**config.mk**
```make
export PLATFORM = sky130hd
export DESIGN_NAME = imem_bank_pipelined
export DESIGN_NICKNAME = d
export VERILOG_FILES = /design/src/rtl/imem_pkg.sv /design/src/rtl/imem_rd_pipe.sv /design/src/rtl/imem_bank_pipelined.sv
export SDC_FILE = /design/constraint.sdc
export NUM_CORES = 2
export LEC_CHECK = 0
export CELL_PAD_IN_SITES_DETAIL_PLACEMENT = 0
export CELL_PAD_IN_SITES_GLOBAL_PLACEMENT = 1
export CORE_UTILIZATION = 51
export DETAILED_ROUTE_END_ITERATION = 16
export MAX_ROUTING_LAYER = met4
export PLACE_DENSITY_LB_ADDON = 0.1
export SLEW_MARGIN = 20
export SYNTH_ARGS = -nofsm -noshare
export SYNTH_HDL_FRONTEND = slang
export SYNTH_MEMORY_MAX_BITS = 65536
export SYNTH_SLANG_ARGS = --single-unit
export TNS_END_PERCENT = 20
```
**constraint.sdc**
```tcl
create_clock -name clk -period 5.8 [get_ports clk]
set_clock_uncertainty 0.05 [all_clocks]
set_input_delay 0.58 -clock clk [delete_from_list [all_inputs] [get_ports clk]]
set_output_delay 0.58 -clock clk [all_outputs]
set_load 0.005 [all_outputs]
```
**src/rtl/imem_pkg.sv**
```systemverilog
// Shared definitions for the instruction memory bank: FSM states, the NOP
// fill word and opcode constants used when assembling test programs.
package imem_pkg;

   typedef enum logic {
      INIT = 1'b0,
      RUN  = 1'b1
   } imem_state_e;

   // addi $0,$0,0 -- harmless filler and the out-of-range fetch result.
   localparam logic [15:0] IMEM_NOP = 16'h1000;

   // 16-bit instruction layout: op[15:12] rs[11:9] rt[8:6] imm[5:0].
   localparam logic [3:0] OP_ADD  = 4'b0000;
   localparam logic [3:0] OP_ADDI = 4'b0001;
   localparam logic [3:0] OP_LW   = 4'b0010;
   localparam logic [3:0] OP_SW   = 4'b0011;
   localparam logic [3:0] OP_BEQ  = 4'b0100;
   localparam logic [3:0] OP_J    = 4'b0101;

   function automatic logic [15:0] asm_i(input logic [3:0] op,
                                         input logic [2:0] rs,
                                         input logic [2:0] rt,
                                         input logic [5:0] imm);
      return {op, rs, rt, imm};
   endfunction

endpackage

```
**src/rtl/imem_rd_pipe.sv**
```systemverilog
// LAT-stage valid/data/oor delay line for fetch results. Data stages only
// load on a valid beat, so the last stage holds its value between fetches.
module imem_rd_pipe #(
   parameter int                DATA_W   = 16,
   parameter int                LAT      = 1,
   parameter logic [DATA_W-1:0] RST_DATA = '0
) (
   input  logic              clk,
   input  logic              rst,
   input  logic              in_valid,
   input  logic [DATA_W-1:0] in_data,
   input  logic              in_oor,
   output logic              out_valid,
   output logic [DATA_W-1:0] out_data,
   output logic              out_oor
);

   logic              valid_q [LAT];
   logic [DATA_W-1:0] data_q  [LAT];
   logic              oor_q   [LAT];

   // Shift the fetch beat through LAT register stages; reset flushes all stages.
   always_ff @(posedge clk) begin
      if (rst) begin
         for (int i = 0; i < LAT; i++) begin
            valid_q[i] <= 1'b0;
            data_q[i]  <= RST_DATA;
            oor_q[i]   <= 1'b0;
         end
      end else begin
         // NOTE: registers are assigned with <= so every stage samples the
         // pre-edge value of its predecessor regardless of statement order.
         valid_q[0] <= in_valid;
         oor_q[0]   <= in_valid && in_oor;
         if (in_valid) data_q[0] <= in_data;
         for (int i = 1; i < LAT; i++) begin
            valid_q[i] <= valid_q[i-1];
            oor_q[i]   <= oor_q[i-1];
            if (valid_q[i-1]) data_q[i] <= data_q[i-1];
         end
      end
   end

   assign out_valid = valid_q[LAT-1];
   assign out_data  = data_q[LAT-1];
   assign out_oor   = oor_q[LAT-1];

endmodule

```
**src/rtl/imem_bank_pipelined.sv**
```systemverilog
// Instruction memory bank: self-clearing storage (INIT fill), runtime program
// load port and a fetch path with 1- or 2-cycle registered read latency.
module imem_bank_pipelined
   import imem_pkg::*;
#(
   parameter int                DATA_W   = 16,
   parameter int                ADDR_W   = 16,
   parameter int                DEPTH    = 256,
   parameter int                READ_LAT = 1,
   parameter logic [DATA_W-1:0] NOP_WORD = DATA_W'(IMEM_NOP)
) (
   input  logic              clk,
   input  logic              rst,
   input  logic              fetch_req,
   input  logic [ADDR_W-1:0] fetch_addr,
   output logic              fetch_ready,
   output logic              rd_valid,
   output logic [DATA_W-1:0] rd_data,
   output logic              rd_oor,
   input  logic              load_en,
   input  logic [ADDR_W-1:0] load_addr,
   input  logic [DATA_W-1:0] load_data,
   output logic              load_err,
   output logic              init_done
);

   localparam int                FILL_W    = (DEPTH > 1) ? $clog2(DEPTH) : 1;
   localparam logic [ADDR_W:0]   DEPTH_X   = (ADDR_W+1)'(DEPTH);
   localparam logic [FILL_W-1:0] FILL_LAST = FILL_W'(DEPTH - 1);

   generate
      if (READ_LAT != 1 && READ_LAT != 2) begin : g_bad_read_lat
         $error("imem_bank_pipelined: READ_LAT must be 1 or 2");
      end
   endgenerate

   imem_state_e       state, state_next;
   logic [FILL_W-1:0] fill_cnt, fill_next;
   logic [DATA_W-1:0] mem [DEPTH];

   logic              load_in_range, fetch_in_range, accept;
   logic              mem_we, load_err_next;
   logic [FILL_W-1:0] wr_idx;
   logic [DATA_W-1:0] wr_data, rd_word;

   // Widen by one bit so DEPTH == 2**ADDR_W still compares correctly.
   assign load_in_range  = {1'b0, load_addr}  < DEPTH_X;
   assign fetch_in_range = {1'b0, fetch_addr} < DEPTH_X;

   // Next-state, fill counter and the single memory write port (fill or load).
   always_comb begin
      // NOTE: every output of this block gets a default first, so no path
      // through the case can leave a signal unassigned and infer a latch.
      state_next    = state;
      fill_next     = fill_cnt;
      fetch_ready   = 1'b0;
      init_done     = 1'b0;
      mem_we        = 1'b0;
      wr_idx        = fill_cnt;
      wr_data       = NOP_WORD;
      load_err_next = 1'b0;
      case (state)
         INIT: begin
            mem_we        = 1'b1;
            load_err_next = load_en;
            // Stop at DEPTH-1 rather than wrapping, so the counter never overflows.
            if (fill_cnt == FILL_LAST) state_next = RUN;
            else                       fill_next  = fill_cnt + FILL_W'(1);
         end
         RUN: begin
            init_done   = 1'b1;
            fetch_ready = !load_en;
            if (load_en) begin
               if (load_in_range) begin
                  mem_we  = 1'b1;
                  wr_idx  = load_addr[FILL_W-1:0];
                  wr_data = load_data;
               end else begin
                  load_err_next = 1'b1;
               end
            end
         end
         default: state_next = INIT;
      endcase
   end

   // State, fill counter and load error pulse registers.
   always_ff @(posedge clk) begin
      if (rst) begin
         state    <= INIT;
         fill_cnt <= '0;
         load_err <= 1'b0;
      end else begin
         state    <= state_next;
         fill_cnt <= fill_next;
         load_err <= load_err_next;
      end
   end

   // Storage write port.
   // NOTE: the array is deliberately not reset; the INIT fill clears it,
   // which keeps it mappable onto a RAM macro.
   always_ff @(posedge clk) begin
      if (mem_we) mem[wr_idx] <= wr_data;
   end

   // Loads stall fetch, so a read never races a same-cycle write.
   assign accept  = fetch_req && fetch_ready;
   assign rd_word = fetch_in_range ? mem[fetch_addr[FILL_W-1:0]] : NOP_WORD;

   imem_rd_pipe #(
      .DATA_W   (DATA_W),
      .LAT      (READ_LAT),
      .RST_DATA (NOP_WORD)
   ) u_rd_pipe (
      .clk       (clk),
      .rst       (rst),
      .in_valid  (accept),
      .in_data   (rd_word),
      .in_oor    (!fetch_in_range),
      .out_valid (rd_valid),
      .out_data  (rd_data),
      .out_oor   (rd_oor)
   );

endmodule
```
==> results.ini <==
[clock_tree]
clk_pin_slew_ns=0.06
cts_made_buffers=421
cts_setup_buffers=0
cts_sinks=4124
cts_tree=done
clock_path_buffers=4
cts_root_buf=clkbuf_16
clkLatencyLatePin_ns=0.95
ctsResizeCount=0
holdBufCountCts=0
h-tree-depth=5

[power_and_ir_drop]
p_clk_share_pct=43.4
p_sw_share_pct=20.7
peakVddDrop_v=0.000330
p_int_w=0.0489
leakagePower_nw=63.4
power.switching_w=0.0128
power_frac_seq_pct=52.4
p_comb_share_pct=4.2
p_per_area_nw_per_um2=340

[drt]
vias=77292
wl_per_cell_um=35.3
drc=0
ant_nets=0
post_drt_via_cell_ratio=6.35
drt_wl_total_mm=429
first_pass_iters=6
drtIter0Drc=9192

[run_status]
status=finished, final reports clean

[sta]
hold_ws_ns=0.187
hold_viol_final=0
tightestPinTransition_ns=1.34
setup_viol=0
period_share_pct=72.1
fmax_ghz=0.239
period_minus_slack_ns=4.18
slew_headroom_pct=10.0
setup_tns_ns=0
rsz0062_at_grt=false
setup_ws_ns=1.62
drv_slew=0

[placement]
dp_slack_ns=0.943
gp_congestion=0.910
place_area_sq_um=168000
dp_hpwl_mm=271
portBuffers=72

[flow_run]
max_cap_viol_count=0

[critical_path]
cp-start-kind=flop
crit_path_end_kind=flop
crit_fanout=36
critPathRequiredTime_ns=6.31
crit_type=reg2reg
critical_path_arrival_ns=4.69

[finish]
utilization_pct=58.7
final_nets=7760
final_area_sq_um=182000
areaGrowthSynthToFinish_pct=14.3
drive_gt1_share_pct=27.9

[floorplan]
dieHeight_um=560
rows=204
dieArea_sq_um=314000
io_pins=73
fp.dieW_um=560
core_sq_um=310000
initial_core_util_pct=51.4

[logic_synthesis]
synth.distinct_cells=55
async_reset_ff_share_pct=0
yosys_warnings=0
netlist_area_sq_um=159000
avgSynthCellArea_sq_um=22.4
syn_nets=7150
yosysSeqAreaShare_pct=77.8
synth_edf_count=4112
synth_seq_cells=4124
netlist_instances=7097
synth_top_flop_cell=edfxtp_1

[global_routing]
grt_pass1_wl_mm=602
grt_start_max_net_pins=109
grtUsageTotal_pct=28.2
antenna_found_initial=17
grt-ovfl-total=0
grt_pass1_vias=76444

[hold_path]
hp-class=in2reg

-- through the flow --
stage | total power [W] | instances
floorplan | 0.0345 | 7097
global placement | 0.0356 | 11403
detailed placement | 0.0356 | 11403
CTS | 0.0621 | 12158
global route | 0.0633 | 12165
finish | 0.0617 | 12168
-- per-layer routing --
metal	GRT usage (%)	vias up	share of wire [%]
li1	-	31642	-
met5	-	-	0
met4	7.15	0	2.8
met2	42.9	3106	48
met3	4.30	521	7.3
met1	40.4	42023	42
-- Yosys cell counts (all sizes together) (2+ instances only) --
| cell | count | share of area (%) |
|---|---|---|
| clkbuf | 192 | 0.45 |
| o32ai | 4 | 0.022 |
| nand3b | 8 | 0.038 |
| o211ai | 16 | 0.076 |
| and2 | 20 | 0.079 |
| dfxtp | 12 | 0.15 |
| nor2 | 298 | 0.70 |
| o31a | 3 | 0.017 |
| nor3 | 41 | 0.13 |
| nand2b | 16 | 0.063 |
| a211o | 9 | 0.050 |
| xor2 | 5 | 0.028 |
| o41ai | 12 | 0.066 |
| o21ai | 38 | 0.12 |
| a211oi | 52 | 0.25 |
| a22oi | 8 | 0.038 |
| or3 | 6 | 0.024 |
| o22ai | 96 | 0.38 |
| mux4 | 966 | 14 |
| o221ai | 209 | 1.2 |
| buf | 223 | 0.99 |
| or2 | 2 | 0.0079 |
| mux2i | 444 | 2.8 |
| nand3 | 21 | 0.066 |
| inv | 3 | 0.0071 |
| or4 | 4 | 0.019 |
| o31ai | 20 | 0.094 |
| edfxtp | 4112 | 78 |
| nor4 | 7 | 0.028 |
| o311ai | 5 | 0.028 |
| nand2 | 58 | 0.14 |
| a21oi | 124 | 0.39 |
| o21a | 6 | 0.028 |
| nor2b | 22 | 0.087 |
| and3 | 4 | 0.016 |
| nand4 | 19 | 0.075 |
-- logic make-up (layout without fill, tap and decap cells) --
family / count (synthesis) / after routing / synth area share [%]
flip-flops: 4124 / 4124 / 77.8
multiplexers: 1410 / 1410 / 16.5
AO/OA/AOI/OAI: 609 / 609 / 2.74
AND/OR/NAND/NOR: 528 / 528 / 1.48
buffers and inverters: 419 / 1361 / 1.45
XOR/XNOR: 6 / 6 / 0.0330
adder cells (fa/ha/maj): 1 / 1 / 0.00787
other: 0 / 9 / 0
-- layout by cell type, fill, tap and decap left out, drive strengths merged, types with 8 or more instances in the layout --
cell,n
buf,535
a21oi,124
clkdlybuf4s50,66
dfxtp,12
and2,20
diode,9
clkinvlp,13
edfxtp,4112
o31ai,20
o21ai,38
nand2b,16
o221ai,209
clkinv,183
nand2,58
o211ai,16
a211oi,52
nand3,21
inv,16
clkbuf,500
mux2i,444
nor2b,22
nor3,41
nand3b,8
a22oi,8
o22ai,96
nand4,19
o41ai,12
a211o,9
nor2,298
bufinv,48
mux4,966
-- layout make-up --
type / count / area (sq um)
clock buffer: 499 / 11000
multi-input combinational: 2554 / 33500
inverter: 4 / 22.5
timing repair buffer: 602 / 5740
antenna: 9 / 22.5
tap: 4120 / 5150
clock inverter: 256 / 2610
fill: 22151 / 128000
sequential: 4124 / 124000
-- power groups by stage --
stage               combinational [W]  clock (W)  sequential (W)
floorplan                     0.00156          0          0.0330
CTS                           0.00261     0.0272          0.0323
detailed placement            0.00260          0          0.0330
finish                        0.00259     0.0268          0.0323
global route                  0.00269     0.0283          0.0323
global placement              0.00260          0          0.0330
-- final timing paths --
kind	from	end	slack (ns)	cells past startpoint
worst max register to register	state	mem[21][3]	1.62	6
worst min-delay path	fetch_req	u_rd_pipe.oor_q[0]	0.19	3
worst max-delay path	state	mem[21][3]	1.62	6
worst min register to register	fill_cnt[3]	fill_cnt[3]	0.56	2
-- sequential cells by signal (all words and copies together) (netlist names) --
register           count
u_rd_pipe.valid_q      1
state                  1
u_rd_pipe.oor_q        1
load_err               1
fill_cnt               8
u_rd_pipe.data_q      16
mem                 4096
-- worst max-delay path, stage by stage, from the launching register on --
cell	delay, ns
dfxtp_1	0.30
buf_4	0.19
and4_2	0.33
buf_4	0.30
o21ai_1	0.59
nand3_2	0.88
nor2_2	1.08
Power figures use the tool's default switching activity.
